File: config.mk
export PLATFORM = sky130hd
export DESIGN_NAME = mtr_duty_sched_flat
export DESIGN_NICKNAME = d
export VERILOG_FILES = /design/src/rtl/mtr_duty_sched_pkg.sv /design/src/rtl/mtr_duty_sched_if.sv /design/src/rtl/mtr_duty_sched_duty_slew.sv /design/src/rtl/mtr_duty_sched.sv /design/src/flat_wrapper.sv
export SDC_FILE = /design/constraint.sdc
export NUM_CORES = 1
export LEC_CHECK = 0
export ABC_AREA = 1
export BUFFER_PORTS_ARGS = -buffer_cell sky130_fd_sc_hd__buf_2
export CAP_MARGIN = 20
export CORE_UTILIZATION = 31
export CTS_CLUSTER_SIZE = 40
export DETAILED_ROUTE_END_ITERATION = 10
export GPL_ROUTABILITY_DRIVEN = 1
export PLACE_DENSITY_LB_ADDON = 0.05
export SLEW_MARGIN = 10
export SYNTH_ARGS = -nofsm -noshare
export SYNTH_HDL_FRONTEND = slang
export SYNTH_SLANG_ARGS = --single-unit
File: constraint.sdc
create_clock -name clk -period 2.85 [get_ports clk]
set_input_delay 0.1425 -clock clk [delete_from_list [all_inputs] [get_ports clk]]
set_output_delay 0.1425 -clock clk [all_outputs]
set_load 0.005 [all_outputs]
File: src/rtl/mtr_duty_sched_pkg.sv
// Shared definitions for the motor duty scheduler.
// Holds the supervisor state encoding and the duty-scale constants
// that the speed clip is derived against.
package mtr_pkg;

  // Supervisor states.
  typedef enum logic [1:0] {
    ST_RUN     = 2'd0,
    ST_FAULT   = 2'd1,
    ST_RECOVER = 2'd2
  } mtr_state_e;

  // Zero-torque duty (mid-scale of the 11-bit PWM).
  localparam logic [10:0] DUTY_MID   = 11'h400;
  // Dead time added by the PWM generator; duty + NONOVERLAP must never wrap.
  localparam logic [10:0] NONOVERLAP = 11'h040;

endpackage

File: src/rtl/mtr_duty_sched_if.sv
// Command/status bundle between the motor controller and mtr_duty_sched.
//   lft_spd, rght_spd           signed 11-bit speed commands
//   PWM_synch                   one-cycle pulse at PWM count 0
//   ovr_I_blank                 current sense invalid
//   OVR_I_lft, OVR_I_rght       raw over-current comparators
//   clr_fault                   fault acknowledge (level)
//   lft_duty, rght_duty         duties to the PWM generators
//   fault, ocp_cnt              latched fault, bad-period count (debug)
// master: the controller side; slave: the scheduler.
interface mtr_duty_sched_if;
  logic [10:0] lft_spd;
  logic [10:0] rght_spd;
  logic        PWM_synch;
  logic        ovr_I_blank;
  logic        OVR_I_lft;
  logic        OVR_I_rght;
  logic        clr_fault;
  logic [10:0] lft_duty;
  logic [10:0] rght_duty;
  logic        fault;
  logic [3:0]  ocp_cnt;

  modport master (
    output lft_spd, rght_spd, PWM_synch, ovr_I_blank,
           OVR_I_lft, OVR_I_rght, clr_fault,
    input  lft_duty, rght_duty, fault, ocp_cnt
  );

  modport slave (
    input  lft_spd, rght_spd, PWM_synch, ovr_I_blank,
           OVR_I_lft, OVR_I_rght, clr_fault,
    output lft_duty, rght_duty, fault, ocp_cnt
  );
endinterface

File: src/rtl/mtr_duty_sched_duty_slew.sv
// One motor side: clip the signed speed, offset it to mid-scale and
// slew the registered duty toward it once per PWM period.
//   clk, rst_n   clock, async active-low reset
//   spd          signed speed command
//   synch        PWM period boundary; the only cycle the duty may move
//   force_mid    load mid-scale immediately (fault entry / fault hold)
//   duty         registered duty
//   at_target    the value duty would take at this synch equals the target
module duty_slew
  import mtr_pkg::*;
#(
  parameter logic [10:0] MAX_SPD = 11'd959,
  parameter logic [10:0] SLEW    = 11'd32
) (
  input  logic        clk,
  input  logic        rst_n,
  input  logic [10:0] spd,
  input  logic        synch,
  input  logic        force_mid,
  output logic [10:0] duty,
  output logic        at_target
);

  logic signed [10:0] spd_s;
  logic signed [10:0] max_s;
  logic signed [10:0] min_s;
  logic signed [10:0] clip;
  logic        [11:0] target_w;
  logic signed [11:0] diff;
  logic signed [11:0] slew_s;
  logic        [10:0] duty_nxt;

  assign spd_s = $signed(spd);
  assign max_s = $signed(MAX_SPD);
  assign min_s = -max_s;

  always_comb begin
    clip = spd_s;
    if (spd_s > max_s)
      clip = max_s;
    else if (spd_s < min_s)
      clip = min_s;
  end

  // The clipped sum always lies in [0x041, 0x7BF], so bit 11 is never set
  // and the 12-bit value doubles as a non-negative signed operand below.
  assign target_w = {1'b0, DUTY_MID} + {clip[10], clip};
  assign diff     = $signed(target_w) - $signed({1'b0, duty});
  assign slew_s   = $signed({1'b0, SLEW});

  always_comb begin
    duty_nxt = target_w[10:0];
    if (diff > slew_s)
      duty_nxt = duty + SLEW;
    else if (diff < -slew_s)
      duty_nxt = duty - SLEW;
  end

  assign at_target = (duty_nxt == target_w[10:0]);

  always_ff @(posedge clk or negedge rst_n) begin
    if (!rst_n)
      duty <= DUTY_MID;
    else if (force_mid)
      duty <= DUTY_MID;
    else if (synch)
      duty <= duty_nxt;
  end

endmodule

File: src/rtl/mtr_duty_sched.sv
// Duty scheduler and over-current supervisor for the left/right motor PWMs.
// Speed commands become slew-limited duties applied at PWM period
// boundaries; unblanked over-current periods are counted and a latched
// fault holds both motors at zero torque until a timed acknowledge.
//   clk, rst_n   clock, async active-low reset
//   bus          mtr_duty_sched_if.slave (commands in, duties/status out)
//
// state    | meaning
// RUN      | normal slewing, OCP counting
// FAULT    | duties pinned at mid-scale, OCP ignored, hold timer running
// RECOVER  | slewing back from mid-scale; RUN once both sides settle
module mtr_duty_sched
  import mtr_pkg::*;
#(
  parameter logic [10:0] MAX_SPD      = DUTY_MID - NONOVERLAP - 11'd1,
  parameter logic [10:0] SLEW         = 11'd32,
  parameter logic [3:0]  OVR_LIMIT    = 4'd8,
  parameter logic [7:0]  HOLD_PERIODS = 8'd200
) (
  input  logic            clk,
  input  logic            rst_n,
  mtr_duty_sched_if.slave bus
);

  localparam logic [1:0] RUN     = ST_RUN;
  localparam logic [1:0] FAULT   = ST_FAULT;
  localparam logic [1:0] RECOVER = ST_RECOVER;

  logic [1:0]  state;
  logic        ovr_flag;
  logic [3:0]  ocp_cnt;
  logic [3:0]  ocp_nxt;
  logic [7:0]  hold_cnt;
  logic        fault;
  logic        in_fault;
  logic        sample_ok;
  logic        bad;
  logic        trip;
  logic        force_mid;
  logic [10:0] lft_duty;
  logic [10:0] rght_duty;
  logic        lft_at;
  logic        rght_at;

  assign in_fault  = (state == FAULT);
  assign sample_ok = !in_fault && !bus.ovr_I_blank &&
                     (bus.OVR_I_lft || bus.OVR_I_rght);
  // A hit in the synch cycle itself belongs to the period being closed.
  assign bad       = ovr_flag || sample_ok;

  always_comb begin
    ocp_nxt = ocp_cnt;
    if (bad) begin
      if (ocp_cnt < OVR_LIMIT)
        ocp_nxt = ocp_cnt + 4'd1;
    end else if (ocp_cnt != 4'd0) begin
      ocp_nxt = ocp_cnt - 4'd1;
    end
  end

  // Trip overrides any slew step taken in the same synch cycle.
  assign trip      = bus.PWM_synch && !in_fault && (ocp_nxt == OVR_LIMIT);
  assign force_mid = trip || in_fault;

  duty_slew #(.MAX_SPD(MAX_SPD), .SLEW(SLEW)) u_lft (
    .clk       (clk),
    .rst_n     (rst_n),
    .spd       (bus.lft_spd),
    .synch     (bus.PWM_synch),
    .force_mid (force_mid),
    .duty      (lft_duty),
    .at_target (lft_at)
  );

  duty_slew #(.MAX_SPD(MAX_SPD), .SLEW(SLEW)) u_rght (
    .clk       (clk),
    .rst_n     (rst_n),
    .spd       (bus.rght_spd),
    .synch     (bus.PWM_synch),
    .force_mid (force_mid),
    .duty      (rght_duty),
    .at_target (rght_at)
  );

  always_ff @(posedge clk or negedge rst_n) begin
    if (!rst_n) begin
      state    <= RUN;
      ovr_flag <= 1'b0;
      ocp_cnt  <= 4'd0;
      hold_cnt <= 8'd0;
      fault    <= 1'b0;
    end else begin
      case (state)
        FAULT: begin
          if (bus.PWM_synch && (hold_cnt != HOLD_PERIODS))
            hold_cnt <= hold_cnt + 8'd1;
          // Acknowledge only counts once the hold has already expired.
          if ((hold_cnt == HOLD_PERIODS) && bus.clr_fault) begin
            state    <= RECOVER;
            fault    <= 1'b0;
            ocp_cnt  <= 4'd0;
            ovr_flag <= 1'b0;
          end
        end
        default: begin
          if (bus.PWM_synch) begin
            ovr_flag <= 1'b0;
            ocp_cnt  <= ocp_nxt;
            if (trip) begin
              state    <= FAULT;
              fault    <= 1'b1;
              hold_cnt <= 8'd0;
            end else if ((state != RUN) && lft_at && rght_at) begin
              state <= RUN;
            end
          end else if (sample_ok) begin
            ovr_flag <= 1'b1;
          end
        end
      endcase
    end
  end

  assign bus.lft_duty  = lft_duty;
  assign bus.rght_duty = rght_duty;
  assign bus.fault     = fault;
  assign bus.ocp_cnt   = ocp_cnt;

endmodule
File: src/flat_wrapper.sv
// flat-port wrapper written by rule: the top's interface ports become plain ports
module mtr_duty_sched_flat import mtr_pkg::*;
#(
  parameter logic [10:0] MAX_SPD      = DUTY_MID - NONOVERLAP - 11'd1,
  parameter logic [10:0] SLEW         = 11'd32,
  parameter logic [3:0]  OVR_LIMIT    = 4'd8,
  parameter logic [7:0]  HOLD_PERIODS = 8'd200
)
  (clk, rst_n, bus_lft_spd, bus_rght_spd, bus_PWM_synch, bus_ovr_I_blank, bus_OVR_I_lft, bus_OVR_I_rght, bus_clr_fault, bus_lft_duty, bus_rght_duty, bus_fault, bus_ocp_cnt);
  mtr_duty_sched_if bus_i ();
  input  logic clk;
  input  logic rst_n;
  input wire logic [$bits(bus_i.lft_spd)-1:0] bus_lft_spd;
  input wire logic [$bits(bus_i.rght_spd)-1:0] bus_rght_spd;
  input wire logic [$bits(bus_i.PWM_synch)-1:0] bus_PWM_synch;
  input wire logic [$bits(bus_i.ovr_I_blank)-1:0] bus_ovr_I_blank;
  input wire logic [$bits(bus_i.OVR_I_lft)-1:0] bus_OVR_I_lft;
  input wire logic [$bits(bus_i.OVR_I_rght)-1:0] bus_OVR_I_rght;
  input wire logic [$bits(bus_i.clr_fault)-1:0] bus_clr_fault;
  output wire logic [$bits(bus_i.lft_duty)-1:0] bus_lft_duty;
  output wire logic [$bits(bus_i.rght_duty)-1:0] bus_rght_duty;
  output wire logic [$bits(bus_i.fault)-1:0] bus_fault;
  output wire logic [$bits(bus_i.ocp_cnt)-1:0] bus_ocp_cnt;
  assign bus_i.lft_spd = bus_lft_spd;
  assign bus_i.rght_spd = bus_rght_spd;
  assign bus_i.PWM_synch = bus_PWM_synch;
  assign bus_i.ovr_I_blank = bus_ovr_I_blank;
  assign bus_i.OVR_I_lft = bus_OVR_I_lft;
  assign bus_i.OVR_I_rght = bus_OVR_I_rght;
  assign bus_i.clr_fault = bus_clr_fault;
  assign bus_lft_duty = bus_i.lft_duty;
  assign bus_rght_duty = bus_i.rght_duty;
  assign bus_fault = bus_i.fault;
  assign bus_ocp_cnt = bus_i.ocp_cnt;
  mtr_duty_sched #(.MAX_SPD(MAX_SPD), .SLEW(SLEW), .OVR_LIMIT(OVR_LIMIT), .HOLD_PERIODS(HOLD_PERIODS)) u_core (.clk(clk), .rst_n(rst_n), .bus(bus_i));
endmodule
==> metrics.yaml <==
drt:
  dr.pass1.iters: 8
  drtIter0Drc: 353
  ant_nets: 0
  wire_per_inst_um: 14.3
  via_per_inst: 4.85
  wl_mm: 17.2
  num_vias: 5854
  drc_errors: 3
floorplanning:
  initial_core_util_pct: 32.2
  die_h_um: 126
  core_um2: 14700
  design.die.area_um2: 15800
  chipWidth_um: 126
  io_pins: 56
  rows: 44
synth:
  synth_top_family_by_area: "simple AND/OR/NAND/NOR gates"
  netlist_area_um2: 4730
  ys_seq_elements: 38
  synth.mux.area_fraction_pct: 0
  postSynthAreaPerCell_um2: 6.16
  synth_compound_area_share_pct: 11.6
  synth.distinct_cells: 46
  ys.flop_type: "dfrtp_1"
  postSynthCellCount: 768
  synth_xor_area_share_pct: 3.51
  synth_simple_gate_area_share_pct: 43.2
  synth_adder_area_share_pct: 9.30
  syn_nets: 831
  yosysSeqAreaShare_pct: 20.1
  synth_edf_count: 0
  ys_async_sr_fraction_pct: 100
  yosysWarnings: 0
power_and_ir_drop:
  power_mw: 8.89
  p_leak_nw: 4.20
  p_per_area_nw_per_um2: 1140
  ir_drop_v: 0.000437
critical_path:
  max_stage_delay_ns: 0.52
  crit_top_cell: "nand2_1"
  end_kind: "flip-flop"
  worstSetupPathType: "primary input to flip-flop"
  critPathLaunchType: "primary input"
  crit_slowest_cell: "or4_4"
  crit_required_ns: 3.02
  crit_fanout: 5
  arrival_ns: 4.31
finish:
  layout-drive-gt1-share_pct: 43.7
  layout.cells.non_filler: 1206
  final_common_cell: "nand2_1"
  final_nets: 1084
  layout_common_cells: "nand2_1 (177), buf_4 (166), inv_1 (114)"
  diodes: 0
  area_growth_pct: 65.4
placed_design:
  gp_congestion: 0.877
  io_buffers: 55
  hpwl_mm: 12.8
  dp.cells: 1171
timing:
  setup-violations-final: 24
  finalCritPeriodShare_pct: 145
  fin_worst_skew_ns: 0.00766
  setup_slack_ns: -1.28
  hold_violations: 0
  max_freq_mhz: 242
  finalMaxSlewViolations: 0
  finalSetupTns_ns: -18.30
  worstMarginPinSlew_ns: 0.972
  slew_headroom_pct: 35.1
  fin_crit_ns: 4.13
  rsz0062_at_grt: "yes"
clock_tree:
  cts_tree: "built"
  clk_pin_slew_ns: 0.06
  cts_sinks: 38
  clock_latency_ns: 0.29
  clk_path_buf_depth: 2
  cts-root-buf: "clkbuf_16"
  cts_buffers: 5
  cts.htree.levels: 2
status:
  status: "finished, violations left"
  failed_checks: "DRC, setup timing"
global_route:
  grtUsageTotal_pct: 21.7
  grt_pass1_vias: 5803
  gr-total-overflow: 0
  antenna_found_initial: 0
  grt_first_pass_wirelength_mm: 27.6
  grt_max_degree: 39
job:
  drv_cap: 0
min_path:
  hold_path.class: "primary input to flip-flop"
[state kept, by name (all words and copies together), names as in the netlist]
name,count
u_core.state,2
u_core.bus.ocp_cnt,4
u_core.u_lft.duty,11
u_core.bus.fault,1
u_core.u_rght.duty,11
u_core.hold_cnt,8
u_core.ovr_flag,1
[cell usage after synthesis (3+ instances only)]
master	instances	share of area, %
nand2_1	205	16
inv_1	131	10
nand3_1	100	11
nor2_1	59	4.7
dfrtp_1	36	19
ha_1	32	8.5
a21oi_1	31	3.3
o21ai_0	27	2.9
o22ai_1	17	2.2
xor2_1	17	3.1
nor3_1	13	1.4
nand2_2	11	1.5
nand3_2	10	2.1
nor2_2	8	1.1
clkbuf_1	7	0.56
nand2_4	7	1.7
nand4_1	7	0.92
inv_2	5	0.40
o21ai_1	4	0.42
buf_6	3	0.71
o21bai_1	3	0.48
[report_power, final]
| part | total (mW) | leakage [nW] | switching, mW | internal, mW |
|---|---|---|---|---|
| clock | 0.761 | 0.0940 | 0.257 | 0.504 |
| sequential | 0.900 | 0.487 | 0.146 | 0.754 |
| combinational | 7.23 | 3.62 | 3.85 | 3.37 |
[area by class of cell]
cell class / instances / area [µm²]
clock buffer: 5 / 125
fill: 1462 / 6870
sequential: 38 / 953
clock inverter: 3 / 68.8
timing repair buffer: 254 / 1960
multi-input combinational: 585 / 3960
inverter: 137 / 528
tap: 184 / 230
[per-stage QoR]
stage,area (µm²),worst slack (ns),hold WS (ns),utilization [%]
floorplan,4830,-0.959,-0.153,-
global placement,6580,-1.70,0.348,44.8
detailed placement,6580,-1.76,0.362,44.8
CTS,7380,-1.32,0.0474,50.2
global route,7830,-1.57,0.212,53.3
finish,7830,-1.28,0.186,53.3
[layer usage]
layer	part of all wire, %	wire, µm	up-vias	track usage [%]
met5	0	0	-	0
met1	44	7650	2729	27.0
li1	-	-	2988	-
met3	2.4	421	33	1.41
met4	2.9	494	0	6.81
met2	50	8660	104	39.6
[cells by family after synthesis]
group | count (synthesis)
DFF | 38
buffers and inverters | 148
AOI/OAI and AO/OA | 94
xor gates and xnor gates | 19
adders and majority gates | 34
and+or+nand+nor | 435
[worst max-delay path, delay by kind of cell]
| kind | cells | cell delay, ns |
|---|---|---|
| compound gates | 3 | 0.38 |
| simple gates | 23 | 2.32 |
| buf+inv | 6 | 0.65 |
| fa+ha+maj | 3 | 0.81 |
[worst paths after layout]
kind	startpoint	endpoint	slack, ns	depth (start not counted)
hold / removal	bus_clr_fault	u_core.state[1]$_DFFE_PN0P_	0.19	3
min in group asynchronous	rst_n	u_core.u_rght.duty[1]$_DFFE_PN0P_	0.26	2
hold reg to reg	u_core.bus.fault$_DFFE_PN0P_	u_core.bus.fault$_DFFE_PN0P_	0.50	2
max in group asynchronous	rst_n	u_core.u_lft.duty[10]$_DFFE_PN1P_	2.04	3
setup / recovery	bus_lft_spd[5]	u_core.state[0]$_DFFE_PN0P_	-1.28	35
setup reg to reg	u_core.u_rght.duty[0]$_DFFE_PN0P_	u_core.state[0]$_DFFE_PN0P_	-0.29	24
[what timing repair did]
action | CTS | global route
cloned | 0 | 3
gates resized for setup | 118 | 68
buffers inserted | 14 | 13
setup endpoints to repair | 24 | 26
hold buffers | 0 | 1
pin swaps | 30 | 29
hold endpoints to repair | 0 | 8
(Power assumes the default switching activity.)
